## config.mk

```make
export PLATFORM = sky130hd
export DESIGN_NAME = spi_xfer_ctrl
export DESIGN_NICKNAME = d
export VERILOG_FILES = /design/src/rtl/spi_xfer_pkg.sv /design/src/rtl/rr_arb2.sv /design/src/rtl/spi_xfer_ctrl.sv
export SDC_FILE = /design/constraint.sdc
export NUM_CORES = 1
export LEC_CHECK = 0
export BUFFER_PORTS_ARGS = -buffer_cell sky130_fd_sc_hd__buf_2
export CORE_UTILIZATION = 39
export DETAILED_ROUTE_END_ITERATION = 7
export GPL_TIMING_DRIVEN = 0
export HOLD_SLACK_MARGIN = 0.06
export RECOVER_POWER = 50
export SYNTH_ARGS = -nofsm -noshare
export SYNTH_HDL_FRONTEND = slang
export SYNTH_SLANG_ARGS = --single-unit
```

## constraint.sdc

```tcl
create_clock -name clk -period 1.4 [get_ports clk]
set_input_delay 0.21 -clock clk [delete_from_list [all_inputs] [get_ports clk]]
set_output_delay 0.21 -clock clk [all_outputs]
set_load 0.02 [all_outputs]
```

## src/rtl/spi_xfer_pkg.sv

```systemverilog
// Shared constants and state encoding for the SPI transaction sequencer.
// Optional watchdog is enabled by defining SPI_XFER_TIMEOUT_EN.
package spi_xfer_pkg;

  localparam int DATA_W_DEF   = 8;
  localparam int CS_SETUP_DEF = 4;
  localparam int CS_HOLD_DEF  = 4;
  localparam int TIMEOUT_DEF  = 255;

  localparam logic [2:0] ST_IDLE  = 3'd0;
  localparam logic [2:0] ST_SETUP = 3'd1;
  localparam logic [2:0] ST_SHIFT = 3'd2;
  localparam logic [2:0] ST_HOLD  = 3'd3;
  localparam logic [2:0] ST_DONE  = 3'd4;

  typedef enum logic [2:0] {
    S_IDLE  = ST_IDLE,
    S_SETUP = ST_SETUP,
    S_SHIFT = ST_SHIFT,
    S_HOLD  = ST_HOLD,
    S_DONE  = ST_DONE
  } state_e;

  function automatic int max2(input int a, input int b);
    return (a > b) ? a : b;
  endfunction

endpackage

```

## src/rtl/rr_arb2.sv

```systemverilog
// Two-way round-robin arbiter: a lone request always wins; on contention the
// pointer picks the winner and then moves to the requester that lost.
module rr_arb2 (
  input  logic       clk,
  input  logic       reset,
  input  logic [1:0] req,
  input  logic       advance,
  output logic [1:0] grant
);

  logic ptr_q, ptr_d;

  always_comb begin
    grant = req;
    if (req == 2'b11) begin
      grant = ptr_q ? 2'b10 : 2'b01;
    end
  end

  always_comb begin
    ptr_d = ptr_q;
    if (advance && (|req)) begin
      ptr_d = ~grant[1];
    end
  end

  always_ff @(posedge clk) begin
    if (reset) begin
      ptr_q <= 1'b0;
    end else begin
      ptr_q <= ptr_d;
    end
  end

endmodule

```

## src/rtl/spi_xfer_ctrl.sv

```systemverilog
// Mode-3 SPI transaction sequencer driving cs_n/mosi and the SCLK generator start line.
// Define SPI_XFER_TIMEOUT_EN to add a strobe watchdog that aborts a stalled SHIFT.
module spi_xfer_ctrl
  import spi_xfer_pkg::*;
#(
  parameter int DATA_W   = DATA_W_DEF,
  parameter int CS_SETUP = CS_SETUP_DEF,
  parameter int CS_HOLD  = CS_HOLD_DEF
`ifdef SPI_XFER_TIMEOUT_EN
  ,
  parameter int TIMEOUT  = TIMEOUT_DEF
`endif
) (
  input  logic              clk,
  input  logic              reset,
  input  logic [1:0]        req,
  input  logic [DATA_W-1:0] wdata0,
  input  logic [DATA_W-1:0] wdata1,
  output logic [1:0]        gnt,
  output logic [1:0]        rsp_valid,
  output logic [DATA_W-1:0] rsp_rdata,
  output logic              busy,
  output logic              err,
  output logic              sclk_start,
  input  logic              sclk_rd,
  input  logic              sclk_wr,
  output logic              cs_n,
  output logic              mosi,
  input  logic              miso
);

  localparam int CNT_W = $clog2(max2(CS_SETUP, CS_HOLD) + 1);
  localparam int BIT_W = $clog2(DATA_W + 1);

  state_e            state_q, state_d;
  logic [DATA_W-1:0] shreg_q, shreg_d;
  logic [CNT_W-1:0]  cnt_q, cnt_d;
  logic [BIT_W-1:0]  bitcnt_q, bitcnt_d;
  logic              armed_q, armed_d;
  logic              owner_q, owner_d;
  logic              cs_n_q, cs_n_d;
  logic              mosi_q, mosi_d;
  logic              sclk_start_q, sclk_start_d;
  logic [1:0]        gnt_q, gnt_d;
  logic [1:0]        rsp_valid_q, rsp_valid_d;
  logic [DATA_W-1:0] rsp_rdata_q, rsp_rdata_d;
  logic              busy_q, busy_d;

`ifdef SPI_XFER_TIMEOUT_EN
  localparam int WD_W = $clog2(TIMEOUT + 1);
  logic [WD_W-1:0] wd_q, wd_d;
  logic            err_q, err_d;
  assign err = err_q;
`else
  assign err = 1'b0;
`endif

  logic [1:0]        arb_grant;
  logic              arb_adv;
  logic [DATA_W-1:0] wsel;

  rr_arb2 u_arb (
    .clk     (clk),
    .reset   (reset),
    .req     (req),
    .advance (arb_adv),
    .grant   (arb_grant)
  );

  assign wsel = arb_grant[1] ? wdata1 : wdata0;

  always_comb begin
    state_d      = state_q;
    shreg_d      = shreg_q;
    cnt_d        = cnt_q;
    bitcnt_d     = bitcnt_q;
    armed_d      = armed_q;
    owner_d      = owner_q;
    cs_n_d       = cs_n_q;
    mosi_d       = mosi_q;
    sclk_start_d = sclk_start_q;
    gnt_d        = 2'b00;
    rsp_valid_d  = 2'b00;
    rsp_rdata_d  = rsp_rdata_q;
    busy_d       = busy_q;
    arb_adv      = 1'b0;
`ifdef SPI_XFER_TIMEOUT_EN
    wd_d         = wd_q;
    err_d        = 1'b0;
`endif

    case (state_q)
      S_IDLE: begin
        if (|req) begin
          arb_adv = 1'b1;
          gnt_d   = arb_grant;
          owner_d = arb_grant[1];
          shreg_d = wsel;
          mosi_d  = wsel[DATA_W-1];
          cs_n_d  = 1'b0;
          busy_d  = 1'b1;
          cnt_d   = '0;
          state_d = S_SETUP;
        end
      end

      S_SETUP: begin
        if (cnt_q == CNT_W'(CS_SETUP - 1)) begin
          sclk_start_d = 1'b1;
          armed_d      = 1'b0;
          bitcnt_d     = '0;
`ifdef SPI_XFER_TIMEOUT_EN
          wd_d         = '0;
`endif
          state_d      = S_SHIFT;
        end else begin
          cnt_d = cnt_q + CNT_W'(1);
        end
      end

      S_SHIFT: begin
        // A sample strobe before the first launch sees SCLK still high from idle.
        if (sclk_wr) begin
          mosi_d  = shreg_q[DATA_W-1];
          armed_d = 1'b1;
        end else if (sclk_rd && armed_q) begin
          shreg_d  = {shreg_q[DATA_W-2:0], miso};
          bitcnt_d = bitcnt_q + BIT_W'(1);
          if (bitcnt_q == BIT_W'(DATA_W - 1)) begin
            sclk_start_d = 1'b0;
            cnt_d        = '0;
            state_d      = S_HOLD;
          end
        end
`ifdef SPI_XFER_TIMEOUT_EN
        if (sclk_wr || sclk_rd) begin
          wd_d = '0;
        end else if (wd_q == WD_W'(TIMEOUT - 1)) begin
          sclk_start_d = 1'b0;
          cs_n_d       = 1'b1;
          mosi_d       = 1'b1;
          err_d        = 1'b1;
          busy_d       = 1'b0;
          state_d      = S_IDLE;
        end else begin
          wd_d = wd_q + WD_W'(1);
        end
`endif
      end

      S_HOLD: begin
        if (cnt_q == CNT_W'(CS_HOLD - 1)) begin
          cs_n_d  = 1'b1;
          mosi_d  = 1'b1;
          state_d = S_DONE;
        end else begin
          cnt_d = cnt_q + CNT_W'(1);
        end
      end

      S_DONE: begin
        rsp_valid_d = owner_q ? 2'b10 : 2'b01;
        rsp_rdata_d = shreg_q;
        busy_d      = 1'b0;
        state_d     = S_IDLE;
      end

      default: begin
        state_d = S_IDLE;
      end
    endcase
  end

  always_ff @(posedge clk) begin
    if (reset) begin
      state_q      <= S_IDLE;
      shreg_q      <= '0;
      cnt_q        <= '0;
      bitcnt_q     <= '0;
      armed_q      <= 1'b0;
      owner_q      <= 1'b0;
      cs_n_q       <= 1'b1;
      mosi_q       <= 1'b1;
      sclk_start_q <= 1'b0;
      gnt_q        <= 2'b00;
      rsp_valid_q  <= 2'b00;
      rsp_rdata_q  <= '0;
      busy_q       <= 1'b0;
`ifdef SPI_XFER_TIMEOUT_EN
      wd_q         <= '0;
      err_q        <= 1'b0;
`endif
    end else begin
      state_q      <= state_d;
      shreg_q      <= shreg_d;
      cnt_q        <= cnt_d;
      bitcnt_q     <= bitcnt_d;
      armed_q      <= armed_d;
      owner_q      <= owner_d;
      cs_n_q       <= cs_n_d;
      mosi_q       <= mosi_d;
      sclk_start_q <= sclk_start_d;
      gnt_q        <= gnt_d;
      rsp_valid_q  <= rsp_valid_d;
      rsp_rdata_q  <= rsp_rdata_d;
      busy_q       <= busy_d;
`ifdef SPI_XFER_TIMEOUT_EN
      wd_q         <= wd_d;
      err_q        <= err_d;
`endif
    end
  end

  assign gnt        = gnt_q;
  assign rsp_valid  = rsp_valid_q;
  assign rsp_rdata  = rsp_rdata_q;
  assign busy       = busy_q;
  assign sclk_start = sclk_start_q;
  assign cs_n       = cs_n_q;
  assign mosi       = mosi_q;

endmodule

```

# --- Yosys cells after proc, flatten, opt, wreduce, memory -nomap -nowiden ---
# Index checks and enable logic that the tools add are counted.
totals:
  ff_bits: 37
  input_bits: 23
  out_inout_bits: 17
classes:
  addsub: 2
  eq_ne: 15
  muxes: 42
  n_bitwise: 4
  n_reduce_logical: 23
op_table:
  columns: ["op", "n"]
  rows:
  - ["$mux W3", 11]
  - ["$mux W8", 4]
  - ["$ne A2 B2 Y1 const B", 8]
  - ["$pmux W8 S2", 1]
  - ["$mux W1", 12]
  - ["$mux W4", 3]
  - ["$pmux W3 S4", 1]
  - ["$reduce_and A4 Y1", 3]
  - ["$reduce_and A6 Y1", 2]
  - ["$eq A3 B2 Y1 const B", 3]
  - ["$pmux W3 S3", 1]
  - ["$pmux W1 S2", 4]
  - ["$pmux W4 S2", 1]
  - ["$reduce_bool A2 Y1", 4]
  - ["$mux W2", 3]
  - ["$reduce_and A3 Y1", 2]
  - ["$reduce_bool A3 Y1", 2]
  - ["$reduce_or A2 Y1", 3]
  - ["$reduce_and A5 Y1", 1]
  - ["$add A4 B1 Y4 const B", 1]
  - ["$eq A4 B3 Y1 const B", 1]
  - ["$not A1 Y1", 4]
  - ["$reduce_and A2 Y1", 2]
  - ["$add A3 B1 Y3 const B", 1]
  - ["other kinds (7)", 8]

# --- Logic depth before layout (Yosys ltp) ---
# Gate-level depths: netlist of run 1.
logic_depth:
  word_depth: 5
  depth_mapped: 6
  depth_no_buf: 6

# --- By module ---
# A second synthesis of run 1 with hierarchy kept.
unflattened:
  cells_unflattened: 199
  hier_area_um2: 1821.7
modules_own_cells:
  columns: ["module", "instances", "cells_per_inst", "area_per_inst_um2", "seq_area_each_um2"]
  rows:
  - ["spi_xfer_ctrl", 1, 192, 1756.7, 720.7]
  - ["rr_arb2", 1, 7, 65.1, 20.0]

# --- Least setup slack after synthesis of run 1 ---
# Ideal clock, no wire load.
synth_timing:
  kind: "reg2reg"
  startpoint: "register cnt_q[0]"
  endpoint: "register bitcnt_q[1]"
  setup_time_ns: 0.128
  arrival_time_ns: 1.413
  required_ns: 1.272
  path_slack_ns: -0.141
  path_stages_with_launch: 7
  n_path_buf: 0
  period_less_slack_ns: 1.541
  cell_sequence: "dfxtp_1 > ha_1 > ha_1 > nand4bb_1 > a21boi_1 > mux2i_1 > nor2_1"
synth_via:
  elab_chain_cells: 3
synth_lines:
  columns: ["element", "line_no", "rtl"]
  rows:
  - ["from (decl)", "spi_xfer_ctrl.sv:37", "logic [CNT_W-1:0] cnt_q, cnt_d;"]
  - ["from (signal assigned)", "spi_xfer_ctrl.sv:196", "cnt_q <= cnt_d;"]
  - ["$eq A3 B2 Y1", "spi_xfer_ctrl.sv:108", "if (cnt_q == CNT_W'(CS_SETUP - 1)) begin"]
  - ["$ne A2 B2 Y1 (no line)", null, null]
  - ["$reduce_and A4 Y1 (no line)", null, null]
  - ["to (signal assigned)", "spi_xfer_ctrl.sv:197", "bitcnt_q <= bitcnt_d;"]
  - ["to (decl)", "spi_xfer_ctrl.sv:38", "logic [BIT_W-1:0] bitcnt_q, bitcnt_d;"]
# Every way passes these cells.
# A chain may end at the register's enable or synchronous reset.

# --- Worst setup path in the final report of run 1 ---
layout_timing:
  startpoint: "register cnt_q[1]"
  endpoint: "register bitcnt_q[1]"
# Same word-level chain as after synthesis.

==> results of run 1 <==
## layout by cell type (no fill, tap or decap), types with 2 or more instances in the layout
cell	instances
a31oi_1	3
dfxtp_1	29
nand2_2	6
ha_4	3
buf_6	8
o211ai_1	2
nor2_1	11
inv_1	2
o21ai_1	2
nor3_1	5
dfxtp_4	3
o31ai_2	6
buf_2	23
dfxtp_2	5
buf_8	2
nand3_1	4
clkbuf_8	6
a21oi_1	24
nor3_2	2
nor3b_1	2
a22oi_1	2
a31o_2	9
and3b_2	2
buf_4	18
nand2_1	31
nor2_2	2
buf_1	2
clkbuf_1	20
## tightest hold or removal path, stage by stage
cell and delay [ps]:
buf_2 120, a22oi_1 80, nor2_1 80
## power breakdown
group | total, mW | internal, mW | switching (mW)
logic | 0.339 | 0.168 | 0.170
registers | 1.13 | 1.09 | 0.0370
clock network | 0.798 | 0.399 | 0.399
total | 2.26 | 1.66 | 0.606
## per-stage QoR
step / setup TNS (ps) / setup slack [ps] / std cells / power, mW / area, um2
detailed placement: -4070 / -280 / 292 / 1.38 / 1980
global placement: -4290 / -282 / 292 / 1.38 / 1980
CTS: -153 / -47.3 / 312 / 2.22 / 2340
floorplan: -28.4 / -6.24 / 205 / 1.29 / 1730
global route: -437 / -87.8 / 321 / 2.36 / 2500
finish: 0 / 1.87 / 321 / 2.26 / 2500
## how the worst max path moves through the flow
| stage | start | end | slack [ps] | cells past startpoint |
|---|---|---|---|---|
| 3_3_place_gp | sclk_wr | shreg_q[3] | -280 | 6 |
| 4_1_cts | cnt_q[1] | bitcnt_q[1] | -50 | 6 |
| 3_5_place_dp | sclk_wr | shreg_q[6] | -280 | 6 |
| 2_1_floorplan | state_q[2] | shreg_q[3] | -6 | 6 |
| 6_report | cnt_q[1] | bitcnt_q[1] | 2 | 6 |
| 5_1_grt | state_q[0] | bitcnt_q[2] | -90 | 6 |
## registers in the layout, indices dropped and copies added (netlist names), 2 cells and up
register	cells
rsp_rdata	8
shreg_q	8
bitcnt_q	4
cnt_q	3
state_q	3
gnt	2
rsp_valid	2
## layer usage
layer  vias up  GRT usage (%)  wire length [um]
li1        862              -                 -
met5         -              0                 0
met1       781           30.8              2330
met2        40           32.0              2150
met3         6           6.17               209
met4         0           6.25                75
## logic make-up (layout without fill, tap and decap cells)
| kind of cell | after synthesis | after routing |
|---|---|---|
| other | 1 | 1 |
| XOR/XNOR | 1 | 1 |
| adder cells (fa/ha/maj) | 3 | 3 |
| AND/OR/NAND/NOR | 81 | 81 |
| multiplexers | 1 | 1 |
| AO/OA/AOI/OAI | 63 | 63 |
| flip-flops | 37 | 37 |
| buffers and inverters | 18 | 84 |
## area by class of cell
| cell class | count | area [um2] |
|---|---|---|
| clock inverters | 2 | 13.8 |
| flip-flops and latches | 37 | 758 |
| inverters | 2 | 7.51 |
| plain buffers | 13 | 95.1 |
| repair buffers | 61 | 378 |
| multi-input cells | 150 | 1110 |
| fillers | 386 | 1610 |
| clock buffers | 6 | 82.6 |
| well taps | 50 | 62.6 |
## timing repair
| item | 4_1_cts | 5_1_grt |
|---|---|---|
| buffers inserted | 16 | 9 |
| resized for setup | 42 | 35 |
| gates cloned | 0 | 2 |
| hold endpoints to repair | 0 | 0 |
| pin swaps | 16 | 14 |
| setup endpoints to repair | 29 | 27 |
==> flow_summary_export.csv, run 1 <==
group,metric,value,unit
setup_path,critPathKind,"flop to flop",
setup_path,crit_family,"flip-flops",
sta,finClkSkew,6.48,ps
place,gp_congestion,0.739,
setup_path,reg2reg_depth,6,
outcome,status,"finished clean",
global_routing,grt_pass1_wl,7.35,mm
clock_tree,cts.path.max_buffers,2,
setup_path,setup.worst_path.start_class,"flop",
sta,rsz0062_at_grt,"yes",
setup_path,crit_arrival,1560,ps
clock_tree,insertion_delay,290,ps
hold_path,holdPathStages,3,
sta,max_freq,0.715,GHz
die,num_rows,23,
setup_path,worstPathRequired,1560,ps
sta,finalHoldViolCount,0,
clock_tree,cts_hold_buf,0,
final_layout,final_layout_size_suffix_gt1_share,42.8,%
hold_path,min_from,"sclk_wr",
job,drv_cap,0,
setup_path,r2r_end,"bitcnt_q[1]",
final_layout,diodes,0,
global_routing,grtUsageTotal,21.9,%
die,dieHeight,68.3,um
yosys,postSynthAreaPerCell,8.37,um2
clock_tree,cts.sinks,37,
yosys,syn_inst,205,
sta,slew_violations,0,
hold_path,hold_path.class,"input pin to flop",
setup_path,worstPathMaxFanout,5,
yosys,synthAdderAreaFrac,2.19,%
die,start_util,41.7,%
power_and_ir_drop,powerDensity,904,nW/um2
sta,finalCritPeriodShare,99.9,%
die,io_pins,40,
yosys,synth_area_leaders,"dfxtp_1 (43%), nand2_1 (7.9%), a21oi_1 (7.0%)",
die,die_w,68.3,um
drt,drc,0,
sta,whs,235,ps
yosys,synth_cell_types,49,
final_layout,syn_to_final_growth,46.0,%
setup_path,critPathMaxStageDelay,340,ps
yosys,synthSimpleGateAreaFrac,23.5,%
yosys,synthTopCellsByCount,"dfxtp_1 (37), nand2_1 (36), a21oi_1 (24)",
yosys,ys_seq_elements,37,
setup_path,worst_path_max_delay_cell,"dfxtp_2",
drt,vias,1689,
global_routing,grt_pass1_vias,1513,
yosys,synth_xor_area_share,0.511,%
global_routing,grt_antenna_before_repair,0,
drt,ant_nets,0,
clock_tree,cts.clk_slew.worst_paths,80,ps
clock_tree,clockRootBuffer,"clkbuf_8",
sta,worstMarginPinSlew,585,ps
yosys,ys.flop_type,"dfxtp_1",
power_and_ir_drop,p_leak,0.966,nW
sta,period_minus_slack,1400,ps
yosys,synthMostInstantiatedCell,"dfxtp_1",
drt,first_pass_iters,4,
setup_path,regToRegSetupSlack,2,ps
hold_path,hold_end,"armed_q",
setup_path,path_buf_inv,0,
drt,via_per_inst,5.26,
clock_tree,cts_tree,"done",
place,port_buffers,37,
final_layout,postLayoutCoreUtil,60.8,%
clock_tree,numCtsBuffers,5,
yosys,synth_top_area_cell,"dfxtp_1",
yosys,yosysTopAreaCellShare,43.2,%
yosys,muxShareOfSynthArea,0.584,%
setup_path,r2r_start,"cnt_q[1]",
yosys,synth.net_count,231,
drt,drt-total-wl,4.76,mm
global_routing,grt_max_degree,13,
setup_path,worst_setup_path_end_kind,"flop",
die,die-area,4670,um2
sta,slew_headroom,61.0,%
sta,setup_violations,0,
yosys,synthArstFlopShare,0,%
clock_tree,h-tree-depth,2,
die,core_area,4120,um2
setup_path,crit_top_cell,"ha_4",
yosys,synth_edf_count,0,
yosys,netlist_area,1720,um2
final_layout,fin_nets,296,
yosys,yosysSeqAreaShare,43.2,%
drt,dr.first_iter.drc_count,83,
yosys,yosysWarnings,0,
drt,post_drt_wl_per_cell,14.8,um
yosys,synth_compound_area_share,25.1,%
yosys,synth_top_family_by_area,"compound AO/OA/AOI/OAI gates",
place,place_hpwl,3.03,mm
power_and_ir_drop,max-vdd-ir-drop,0.520,mV
setup_path,crit_path_cell_trace,"ha_4 > ha_4 > nand4bb_4 > a21boi_4 > mux2i_1 > nor2_1",
global_routing,grt.overflow.total,0,
(Power assumes the default switching activity.)
==> run 2: changes to the inputs <==
--- a/config.mk
+++ b/config.mk
@@ -6,10 +6,13 @@
 export NUM_CORES = 1
 export LEC_CHECK = 0
 export BUFFER_PORTS_ARGS = -buffer_cell sky130_fd_sc_hd__buf_2
-export CORE_UTILIZATION = 39
+export CELL_PAD_IN_SITES_DETAIL_PLACEMENT = 0
+export CELL_PAD_IN_SITES_GLOBAL_PLACEMENT = 1
+export CORE_UTILIZATION = 35
 export DETAILED_ROUTE_END_ITERATION = 7
 export GPL_TIMING_DRIVEN = 0
 export HOLD_SLACK_MARGIN = 0.06
+export PLACE_DENSITY_LB_ADDON = 0.1
 export RECOVER_POWER = 50
 export SYNTH_ARGS = -nofsm -noshare
 export SYNTH_HDL_FRONTEND = slang
==> run 2 against run 1 <==
Effect of this change:
- the run now ends with setup timing left
- non-clock buffer count down 4
- sequential cell count unchanged
- clock skew is 2.4 ps lower
- setup slack worse by 11 ps
- register-to-register slack about the same
- via count grew 0.65%
- cell count up 3.7%
- hold slack got worse by 10 ps
- cell area is 0.60% higher
- core utilization shrank 7.5 points
- sequential share of layout area shrank 0.18 points
- critical path type unchanged
- critical endpoint is now bitcnt_q[2]
- largest power group unchanged
- highest routed layer unchanged
==> flow_summary_export.csv, run 2 (synthesized netlist as in run 1, its figures left out) <==
group,metric,value,unit
drt,via_per_inst,5.11,
place,place_hpwl,3.11,mm
final_layout,fill_cells,477,
global_routing,grt_pass1_wl,7.75,mm
final_layout,final_common_cell,"nand2_1",
power_and_ir_drop,switching_share,25.2,%
final_layout,syn_to_final_growth,46.8,%
clock_tree,cts_hold_buf,0,
power_and_ir_drop,seq_power_share,48.4,%
final_layout,diodes,0,
drt,ant_nets,0,
sta,slew_violations,0,
job,drv_cap,0,
power_and_ir_drop,p_leak,0.944,nW
sta,setup_violations,3,
setup_path,worst_setup_path_end_kind,"flop",
sta,rsz0062_at_grt,"yes",
clock_tree,cts.path.max_buffers,2,
global_routing,grt.overflow.total,0,
sta,fin_tns_setup,-15.0,ps
sta,finClkSkew,4.07,ps
clock_tree,cts.clk_slew.worst_paths,70,ps
sta,finalHoldViolCount,0,
sta,worstMarginPinSlew,611,ps
final_layout,final_layout_size_suffix_gt1_share,43.2,%
power_and_ir_drop,clkPwrFrac,38.6,%
drt,drc,0,
die,core_area,4720,um2
clock_tree,h-tree-depth,2,
global_routing,grt_max_degree,12,
hold_path,hold_path.class,"input pin to flop",
sta,fin_ws,-8.78,ps
setup_path,worstPathMaxFanout,4,
power_and_ir_drop,p_switching,591,uW
sta,finalCritPeriodShare,101,%
global_routing,grt_antenna_before_repair,0,
sta,max_freq,0.710,GHz
drt,vias,1700,
drt,dr.first_iter.drc_count,65,
place,port_buffers,37,
clock_tree,cts_tree,"done",
final_layout,layout_common_cells,"nand2_1 (31), dfxtp_1 (29), buf_2 (22), a21oi_1 (22), clkbuf_1 (19)",
final_layout,finalNonFillerCells,333,
place,gp_congestion,0.720,
clock_tree,insertion_delay,300,ps
setup_path,crit_arrival,1620,ps
die,die_w,72.0,um
clock_tree,numCtsBuffers,5,
clock_tree,clockRootBuffer,"clkbuf_8",
die,dieHeight,72.0,um
power_and_ir_drop,power,2.34,mW
place,dp_worst_setup_slack,-311,ps
outcome,status,"complete, but fails checks",
die,num_rows,25,
setup_path,setup.worst_path.start_class,"flop",
final_layout,fin_nets,292,
place,place_inst,309,
drt,first_pass_iters,4,
setup_path,worstPathRequired,1610,ps
die,die-area,5190,um2
outcome,violations,"setup timing",
global_routing,grt_pass1_vias,1524,
setup_path,critPathKind,"flop to flop",
power_and_ir_drop,p_int,1.75,mW
global_routing,grtUsageTotal,19.8,%
sta,slew_headroom,59.3,%
die,start_util,36.3,%
power_and_ir_drop,max-vdd-ir-drop,0.555,mV
power_and_ir_drop,power_frac_comb,13.0,%
die,io_pins,40,
drt,post_drt_wl_per_cell,14.6,um
power_and_ir_drop,powerDensity,930,nW/um2
sta,period_minus_slack,1410,ps
clock_tree,cts.sinks,37,
drt,drt-total-wl,4.87,mm
==> run 2: cell type report <==
class	count	area [um2]	share of cell area (%)
Buffer	14	105	4.17
Clock buffer	5	68.8	2.73
Clock inverter	2	35.0	1.39
Inverter	2	7.51	0.298
Multi-Input combinational cell	150	1120	44.7
Sequential cell	37	758	30.1
Tap cell	67	83.8	3.33
Timing Repair Buffer	56	335	13.3
==> run 2: worst max-delay path, cell delays in order (launching register included) <==
cell	delay, ps
dfxtp_4	380
buf_6	120
or3b_1	350
buf_6	140
o21ai_2	110
nor2_1	50
nor3_1	160
==> run 2: worst paths after layout <==
kind | cells past startpoint | start | end | slack, ps
worst min-delay path | 3 | miso | shreg_q[0] | 230
worst max-delay path | 6 | state_q[0] | bitcnt_q[2] | -9
worst max register to register | 6 | state_q[0] | bitcnt_q[2] | -9
worst min register to register | 2 | rsp_rdata[1] | rsp_rdata[1] | 450
==> run 2: what timing repair did <==
action	4_1_cts	5_1_grt
gates resized for setup	43	35
buffers inserted	15	5
pin swaps	20	12
endpoints found under the setup margin	24	24
==> run 2: stage by stage <==
| step | utilization [%] | cell area (um2) | hold slack, ps |
|---|---|---|---|
| after floorplan | - | 1730 | 356 |
| after detailed placement | 42.3 | 2000 | 444 |
| final | 53.3 | 2520 | 225 |
| after global routing | 53.3 | 2520 | 226 |
| after CTS | 50.6 | 2390 | 223 |
| after global placement | 42.3 | 2000 | 442 |
==> run 2: power groups by stage <==
stage / Combinational [mW] / Sequential, mW / Clock, mW
floorplan: 0.138 / 1.15 / 0
global placement: 0.234 / 1.15 / 0
detailed placement: 0.234 / 1.15 / 0
CTS: 0.286 / 1.13 / 0.916
global route: 0.333 / 1.14 / 0.965
finish: 0.306 / 1.13 / 0.904
==> run 2: per-layer routing <==
metal  vias to the layer above  global-route usage (%)  wire length [um]
li1                        850                       -                 -
met1                       804                    28.5              2440
met2                        40                    28.4              2150
met3                         6                    5.42               225
met4                         0                    6.75                65
met5                         -                       0                 0
